$ cat src/rtl/ram_arbiter.sv
// Single-port work RAM arbiter: video has fixed priority, and the CPU is
// guaranteed a grant after MAX_WAIT consecutive denied cycles.
module ram_arbiter #(
    parameter int AW       = 12,
    parameter int DW       = 8,
    parameter int MAX_WAIT = 4
) (
    input  logic          clk,
    input  logic          reset_n,
    input  logic          cpu_req,
    input  logic          cpu_rw,
    input  logic [AW-1:0] cpu_addr,
    input  logic [DW-1:0] cpu_wdata,
    output logic          cpu_gnt,
    output logic          cpu_rvalid,
    output logic [DW-1:0] cpu_rdata,
    input  logic          vid_req,
    input  logic [AW-1:0] vid_addr,
    output logic          vid_gnt,
    output logic          vid_rvalid,
    output logic [DW-1:0] vid_rdata,
    output logic          ram_cs,
    output logic          ram_rw,
    output logic [AW-1:0] ram_addr,
    output logic [DW-1:0] ram_wdata,
    input  logic [DW-1:0] ram_rdata
);

    localparam int CW = $clog2(MAX_WAIT + 1);

    typedef enum logic {ARB, FORCE} state_t;

    state_t        state_q, state_d;
    logic [CW-1:0] wait_cnt_q, wait_cnt_d;
    logic          cpu_rvalid_q, vid_rvalid_q;
    logic          cpu_gnt_d, vid_gnt_d;

    always_ff @(posedge clk or negedge reset_n) begin
        if (!reset_n) begin
            state_q      <= ARB;
            wait_cnt_q   <= '0;
            cpu_rvalid_q <= 1'b0;
            vid_rvalid_q <= 1'b0;
        end else begin
            state_q      <= state_d;
            wait_cnt_q   <= wait_cnt_d;
            cpu_rvalid_q <= cpu_gnt & cpu_rw;
            vid_rvalid_q <= vid_gnt;
        end
    end

    always_comb begin
        state_d    = state_q;
        wait_cnt_d = wait_cnt_q;
        cpu_gnt_d  = 1'b0;
        vid_gnt_d  = 1'b0;
        case (state_q)
            ARB: begin
                if (vid_req) begin
                    vid_gnt_d = 1'b1;
                    if (cpu_req) begin
                        wait_cnt_d = wait_cnt_q + CW'(1);
                        if (wait_cnt_q == CW'(MAX_WAIT - 1)) state_d = FORCE;
                    end
                end else if (cpu_req) begin
                    cpu_gnt_d = 1'b1;
                end
            end
            FORCE: begin
                // A CPU that gave up meanwhile forfeits its slot to video.
                state_d = ARB;
                if (cpu_req) cpu_gnt_d = 1'b1;
                else         vid_gnt_d = vid_req;
            end
            default: state_d = ARB;
        endcase
        if (!cpu_req || cpu_gnt_d) wait_cnt_d = '0;
    end

    // Grants are gated by reset so no RAM command can escape while it is held.
    assign cpu_gnt   = reset_n & cpu_gnt_d;
    assign vid_gnt   = reset_n & vid_gnt_d;
    assign ram_cs    = cpu_gnt | vid_gnt;
    assign ram_rw    = cpu_gnt ? cpu_rw : 1'b1;
    assign ram_addr  = cpu_gnt ? cpu_addr : (vid_gnt ? vid_addr : '0);
    assign ram_wdata = (cpu_gnt && !cpu_rw) ? cpu_wdata : '0;

    assign cpu_rvalid = cpu_rvalid_q;
    assign vid_rvalid = vid_rvalid_q;
    assign cpu_rdata  = cpu_rvalid_q ? ram_rdata : '0;
    assign vid_rdata  = vid_rvalid_q ? ram_rdata : '0;

endmodule
$ cat config.mk
export PLATFORM = sky130hd
export DESIGN_NAME = ram_arbiter
export DESIGN_NICKNAME = d
export VERILOG_FILES = /design/src/rtl/ram_arbiter.sv
export SDC_FILE = /design/constraint.sdc
export NUM_CORES = 1
export LEC_CHECK = 0
export BUFFER_PORTS_ARGS = -buffer_cell sky130_fd_sc_hd__buf_4
export CORE_MARGIN = 1
export CORE_UTILIZATION = 25
export CTS_CLUSTER_DIAMETER = 150
export DETAILED_ROUTE_END_ITERATION = 6
export PLACE_DENSITY = 0.64
export SLEW_MARGIN = 15
export SYNTH_ARGS = -nofsm -noshare
export SYNTH_HDL_FRONTEND = slang
export SYNTH_SLANG_ARGS = --single-unit
$ cat constraint.sdc
create_clock -name clk -period 1.6 [get_ports clk]
set_clock_uncertainty 0.05 [all_clocks]
set_input_delay 0.16 -clock clk [delete_from_list [all_inputs] [get_ports clk]]
set_output_delay 0.16 -clock clk [all_outputs]
set_load 0.03 [all_outputs]
==> flow_summary_export.csv, run 1 <==
group,metric,value,unit
power,p_leak,0.843,nW
placed_design,portBuffers,86,
placed_design,dp_cells,220,
synthesis,ys_seq_area_share,17.2,%
outcome,status,"finished, final reports clean",
synthesis,yosys_register_bits,6,
synthesis,avgSynthCellArea,9.21,sq um
timing,finalSetupTns,0,ps
die,dieArea,0.00374,sq mm
worst_setup_path,cp_slowest_cell,"dfrtp_1",
timing,drv_slew,0,
timing,hold_viol_final,0,
die,core,0.00334,sq mm
timing,period_share,99.6,%
worst_setup_path,cpPeakStageDelay,400,ps
final_layout,final_nets,231,
timing,post-route-worst-setup-slack,6.67,ps
cts,root_buffer,"clkbuf_4",
power,vdd_ir_drop_max,0.158,mV
worst_setup_path,cpLargestDelayFamily,"simple AND/OR/NAND/NOR gates",
power,power_density,410,mW/mm^2
placed_design,place.gp.congestion,0.732,
synthesis,synth_area,875,sq um
die,die_y,61.1,um
placed_design,dp_hpwl,2140,um
timing,setup_viol,0,
final_layout,drive_gt1_share,65.9,%
detailed_routing,vias,1041,
detailed_routing,drt_iter0_drc,24,
worst_setup_path,worstPathArrival,1380,ps
grt,first_global_vias,895,
job,maxCapViolations,0,
final_layout,antenna_cells,0,
timing,worst_slew_pin_slew,347,ps
synthesis,synth_cell_type_count,21,
worst_setup_path,cp_max_fo,7,
synthesis,yosysWarnings,0,
cts,cts_htree_levels,1,
synthesis,yosysTopAreaCellShare,22.3,%
cts,cts_max_path_buffers,2,
min_path,min_path_type,"in -> reg",
detailed_routing,drc,0,
die,start_util,26.2,%
die,num_rows,21,
synthesis,netlist_instances,95,
synthesis,synthTopCellsByArea,"o32ai_2 (22%), dfrtp_1 (17%), nor4b_2 (12%), and2_1 (11%), nand2_1 (11%)",
cts,clkSinkCount,6,
worst_setup_path,startpoint_type,"flip-flop",
worst_setup_path,worst-path-buf-inv,2,
cts,clk_latency,240,ps
worst_setup_path,crit_path_end_kind,"output port",
final_layout,mostFrequentLayoutCell,"buf_4",
detailed_routing,vias_per_cell,4.57,
grt,grt_first_pass_wirelength,3860,um
grt,track_usage,14.1,%
worst_setup_path,ff2ff_setup_slack,430,ps
detailed_routing,routed_wirelength,2960,um
worst_setup_path,crit_chain,"nor2b_4 > buf_12 > or3_4 > buf_6",
final_layout,areaGrowthSynthToFinish,97.4,%
worst_setup_path,worstSetupPathType,"reg -> out",
synthesis,synth_top_cell_by_area,"o32ai_2",
die,dieWidth,61.1,um
final_layout,most-common-layout-cells,"buf_4 (81), nand2_1 (25), and2_1 (16), o32ai_2 (10), buf_6 (7)",
final_layout,fin_cells,228,
placed_design,post-place-ws,262,ps
grt,antenna_found_initial,0,
worst_setup_path,required,1390,ps
timing,max_clock_freq,0.628,GHz
synthesis,syn_nets,142,
detailed_routing,ant_nets,0,
detailed_routing,drtPass1Iterations,4,
die,io_pins,87,
timing,post-route-min-period,1590,ps
cts,cts_tree,"done",
grt,grt_start_max_net_pins,27,
cts,cts_inserted_buffers,3,
cts,clk_pin_slew,40,ps
grt,grt.overflow.total,0,
timing,grt_setup_unrepaired,"yes",
timing,max_slew_margin,76.8,%
detailed_routing,routedWlPerCell,13.0,um
## Yosys cell counts
cell type,n
nand2_1,25
and2_1,16
o32ai_2,12
nor4b_2,7
dfrtp_1,6
nor2_1,6
buf_2,3
buf_4,3
and3_1,2
buf_6,2
ha_1,2
inv_1,2
a21bo_2,1
buf_12,1
clkbuf_2,1
inv_2,1
nand3b_1,1
nor2b_4,1
nor3b_2,1
nor4b_4,1
or3_1,1
## cell type report
| cell class | instances | area (sq um) |
|---|---|---|
| inverters | 3 | 11.3 |
| flip-flops and latches | 6 | 150 |
| fillers | 302 | 1610 |
| clock buffers | 3 | 22.5 |
| multi-input cells | 76 | 688 |
| repair buffers | 94 | 797 |
| well taps | 46 | 57.6 |
## tightest hold or removal path, delay by kind of cell
kind	cells	cell delay, ps
buffers and inverters	1	120
and+or+nand+nor	2	150
## worst paths after layout
kind / startpoint / end / cells past startpoint
setup / recovery: state_q$_DFF_PN0_ / ram_rw / 4
hold / removal: vid_req / wait_cnt_q[2]$_DFFE_PN0P_ / 3
setup reg to reg: state_q$_DFF_PN0_ / cpu_rvalid$_DFF_PN0_ / 4
hold reg to reg: wait_cnt_q[0]$_DFFE_PN0P_ / wait_cnt_q[0]$_DFFE_PN0P_ / 1
max in group asynchronous: reset_n / state_q$_DFF_PN0_ / 3
min in group asynchronous: reset_n / cpu_rvalid$_DFF_PN0_ / 2
## metal layers
metal | vias up | global-route usage (%) | share of wire [%]
met3 | 0 | 3.15 | 11
met2 | 73 | 27.2 | 51
met1 | 460 | 14.2 | 38
met4 | 0 | 6.82 | 0
met5 | - | 0 | 0
li1 | 508 | - | -
## stage by stage
stage | hold slack [ps] | util, % | instance area [sq um] | power (mW)
finish | 183 | 51.7 | 1730 | 0.707
global route | 197 | 51.7 | 1730 | 0.756
CTS | 169 | 47.5 | 1590 | 0.682
detailed placement | -91.4 | 46.2 | 1540 | 0.534
global placement | -93.9 | 46.2 | 1540 | 0.528
floorplan | -186 | - | 875 | 0.375
## state kept, by name (all words and copies together), names as in the netlist
register	flops
state_q	1
wait_cnt_q	3
vid_rvalid	1
cpu_rvalid	1
## repair_timing
item                                    in CTS  in global routing
gates resized for setup                      1                 13
endpoints found under the setup margin       1                 21
cloned                                       0                  2
hold buffers                                 2                  0
hold endpoints to repair                     6                  0
buffers inserted                             0                  1
pin swaps                                    0                  6
## report_power, final
part           total (mW)  internal (mW)  switching [mW]
logic               0.410          0.201           0.210
registers           0.161          0.157         0.00461
clock network       0.136         0.0846          0.0510
total               0.707          0.442           0.266
## logic make-up after synthesis
group	after synthesis	synth area share [%]
and+or+nand+nor	61	45.5
AOI/OAI and AO/OA	13	23.5
buffers and inverters	13	11.0
DFF	6	17.2
adders and majority gates	2	2.86
Power figures use the tool's default switching activity.
==> inputs of run 2 (changes only) <==
--- a/config.mk
+++ b/config.mk
@@ -9,6 +9,6 @@
 export CORE_MARGIN = 1
-export CORE_UTILIZATION = 25
+export CORE_UTILIZATION = 39
 export CTS_CLUSTER_DIAMETER = 150
 export DETAILED_ROUTE_END_ITERATION = 6
-export PLACE_DENSITY = 0.64
+export PLACE_DENSITY = 0.9
 export SLEW_MARGIN = 15
==> constraint.sdc (replaced) <==
create_clock -name clk -period 1.6 [get_ports clk]
set_clock_uncertainty 0.05 [all_clocks]
set_input_delay 0.08 -clock clk [delete_from_list [all_inputs] [get_ports clk]]
set_output_delay 0.08 -clock clk [all_outputs]
set_load 0.03 [all_outputs]
==> run 2 against run 1 <==
Net effect: final area decreased by 12%; final cell count down 10%; utilization grew 23 points; register-to-register slack gained 80 ps; largest power group unchanged; critical endpoint unchanged; via count down 3.7%; non-clock buffer count decreased by 4; global-route usage increased by 6.8 points; worst hold slack lost 100 ps; fmax grew 5.0%; sequential share of layout area grew 1.1 points; sequential power barely moved; wire length shrank 15%.
==> flow_summary_export.csv, run 2 (synthesized netlist as in run 1, its figures left out) <==
group,metric,value,unit
final_layout,antenna_cells,0,
power,vdd_ir_drop_max,0.309,mV
timing,max_clock_freq,0.659,GHz
final_layout,postLayoutCellArea,0.00153,sq mm
detailed_routing,ant_nets,0,
timing,worst_slew_pin_slew,516,ps
timing,grt_setup_unrepaired,"no",
placed_design,placed_area,0.00149,sq mm
power,power_density,433,mW/mm^2
grt,antenna_found_initial,0,
worst_setup_path,rr_endpoint,"wait_cnt_q[2]$_DFFE_PN0P_",
grt,grt.overflow.total,0,
detailed_routing,drc,0,
cts,cts_tree,"done",
min_path,worstHoldStart,"vid_req",
placed_design,place.gp.congestion,0.713,
min_path,min_path_type,"in -> reg",
cts,clkSinkCount,6,
final_layout,drive_gt1_share,65.2,%
detailed_routing,drtPass1Iterations,3,
die,start_util,42.8,%
worst_setup_path,cpPeakStageDelay,390,ps
placed_design,portBuffers,86,
worst_setup_path,crit_chain,"nor2b_4 > buf_6 > or3_1 > buf_4",
detailed_routing,vias_per_cell,4.89,
timing,finalSetupTns,0,ps
cts,cts_htree_levels,1,
timing,post-route-worst-setup-slack,82.3,ps
detailed_routing,drt_iter0_drc,9,
power,p_leak,0.773,nW
final_layout,largest_register_ffs,3,
detailed_routing,vias,1002,
placed_design,post-place-ws,291,ps
cts,root_buffer,"clkbuf_4",
detailed_routing,routed_wirelength,2530,um
cts,cts_max_path_buffers,2,
final_layout,final_util,74.8,%
worst_setup_path,crit_path_end_kind,"output port",
die,num_rows,16,
die,dieArea,0.00244,sq mm
final_layout,areaGrowthSynthToFinish,74.7,%
worst_setup_path,r2r_start,"wait_cnt_q[0]$_DFFE_PN0P_",
min_path,holdPathEnd,"wait_cnt_q[0]$_DFFE_PN0P_",
cts,clk_latency,240,ps
grt,grt_start_max_net_pins,27,
outcome,status,"finished, final reports clean",
timing,period_share,94.9,%
timing,hold_viol_final,0,
job,maxCapViolations,0,
die,die_y,49.4,um
worst_setup_path,cp_max_fo,13,
final_layout,mostFrequentLayoutCell,"buf_4",
worst_setup_path,cp_slowest_cell,"dfrtp_1",
worst_setup_path,worst_r2r_path_depth,3,
final_layout,multi_input_area,628,sq um
grt,first_global_vias,972,
timing,drv_slew,0,
die,io_pins,87,
die,dieWidth,49.4,um
final_layout,largest-register,"wait_cnt_q",
worst_setup_path,worstSetupPathType,"reg -> out",
worst_setup_path,startpoint_type,"flip-flop",
final_layout,final_nets,227,
power,p_total,0.661,mW
detailed_routing,routedWlPerCell,12.3,um
cts,cts_inserted_buffers,3,
min_path,worstHoldPathCells,3,
grt,track_usage,20.9,%
worst_setup_path,required,1470,ps
final_layout,most-common-layout-cells,"buf_4 (88), nand2_1 (25), and2_1 (16), o32ai_2 (12), nor4b_2 (7)",
timing,max_slew_margin,65.5,%
die,core,0.00204,sq mm
timing,setup_viol,0,
timing,post-route-min-period,1520,ps
final_layout,nFillCells,168,
worst_setup_path,worstPathArrival,1390,ps
final_layout,ff_latch_area,150,sq um
worst_setup_path,ff2ff_setup_slack,510,ps
placed_design,dp_hpwl,2070,um
cts,clk_pin_slew,50,ps
grt,grt_first_pass_wirelength,4010,um
## run 2: cell types whose count changed in the layout (fill, tap and decap cells not counted), moves of 3 or more
cell,change
buf_6,-6
buf_4,+7
nor4b_4,-3
nor4b_2,+3
## run 2: per-stage QoR
| stage | hold WS [ps] | instances |
|---|---|---|
| finish | 83.1 | 205 |
| global route | 97.7 | 205 |
| CTS | 82.1 | 205 |
| detailed placement | 31.8 | 201 |
| global placement | 30.4 | 201 |
| floorplan | -266 | 95 |
## run 2: worst max path at each step
stage / startpoint / endpoint / cells past startpoint
detailed placement: state_q$_DFF_PN0_ / ram_rw / 4
CTS: state_q$_DFF_PN0_ / ram_rw / 4
global route: state_q$_DFF_PN0_ / ram_rw / 4
finish: state_q$_DFF_PN0_ / ram_rw / 4
global placement: state_q$_DFF_PN0_ / ram_rw / 4
floorplan: state_q$_DFF_PN0_ / vid_rvalid$_DFF_PN0_ / 3
## run 2: layout make-up
class                      instances  area share (%)
clock buffer                       3            1.47
inverter                           3           0.737
multi-input combinational         76            41.1
sequential                         6            9.83
tap                               27            2.21
timing repair buffer              90            44.6
## run 2: layer usage
layer	vias to the layer above	track usage (%)	part of all wire, %
li1	499	-	-
met1	433	20.7	36
met2	70	40.2	52
met3	0	6.54	12
met4	0	7.35	0
met5	-	0	0
## run 2: repair_timing
action | CTS | global route
resized for setup | 0 | 1
endpoints found under the setup margin | 0 | 1
buffers inserted | 0 | 0
endpoints found under the hold margin | 6 | 0
hold buffers | 1 | 0
## run 2: worst max-delay path: cells and delay by family, from the launching register on
| family | cells | cell delay [ps] |
|---|---|---|
| DFF | 1 | 390 |
| and+or+nand+nor | 2 | 420 |
| buffers and inverters | 2 | 330 |
## run 2: where the power goes
part	internal (mW)	total, mW	leakage [nW]	switching [mW]
logic	0.169	0.360	0.678	0.190
registers	0.157	0.161	0.0814	0.00477
clock network	0.0849	0.140	0.0138	0.0551
total	0.411	0.661	0.773	0.250
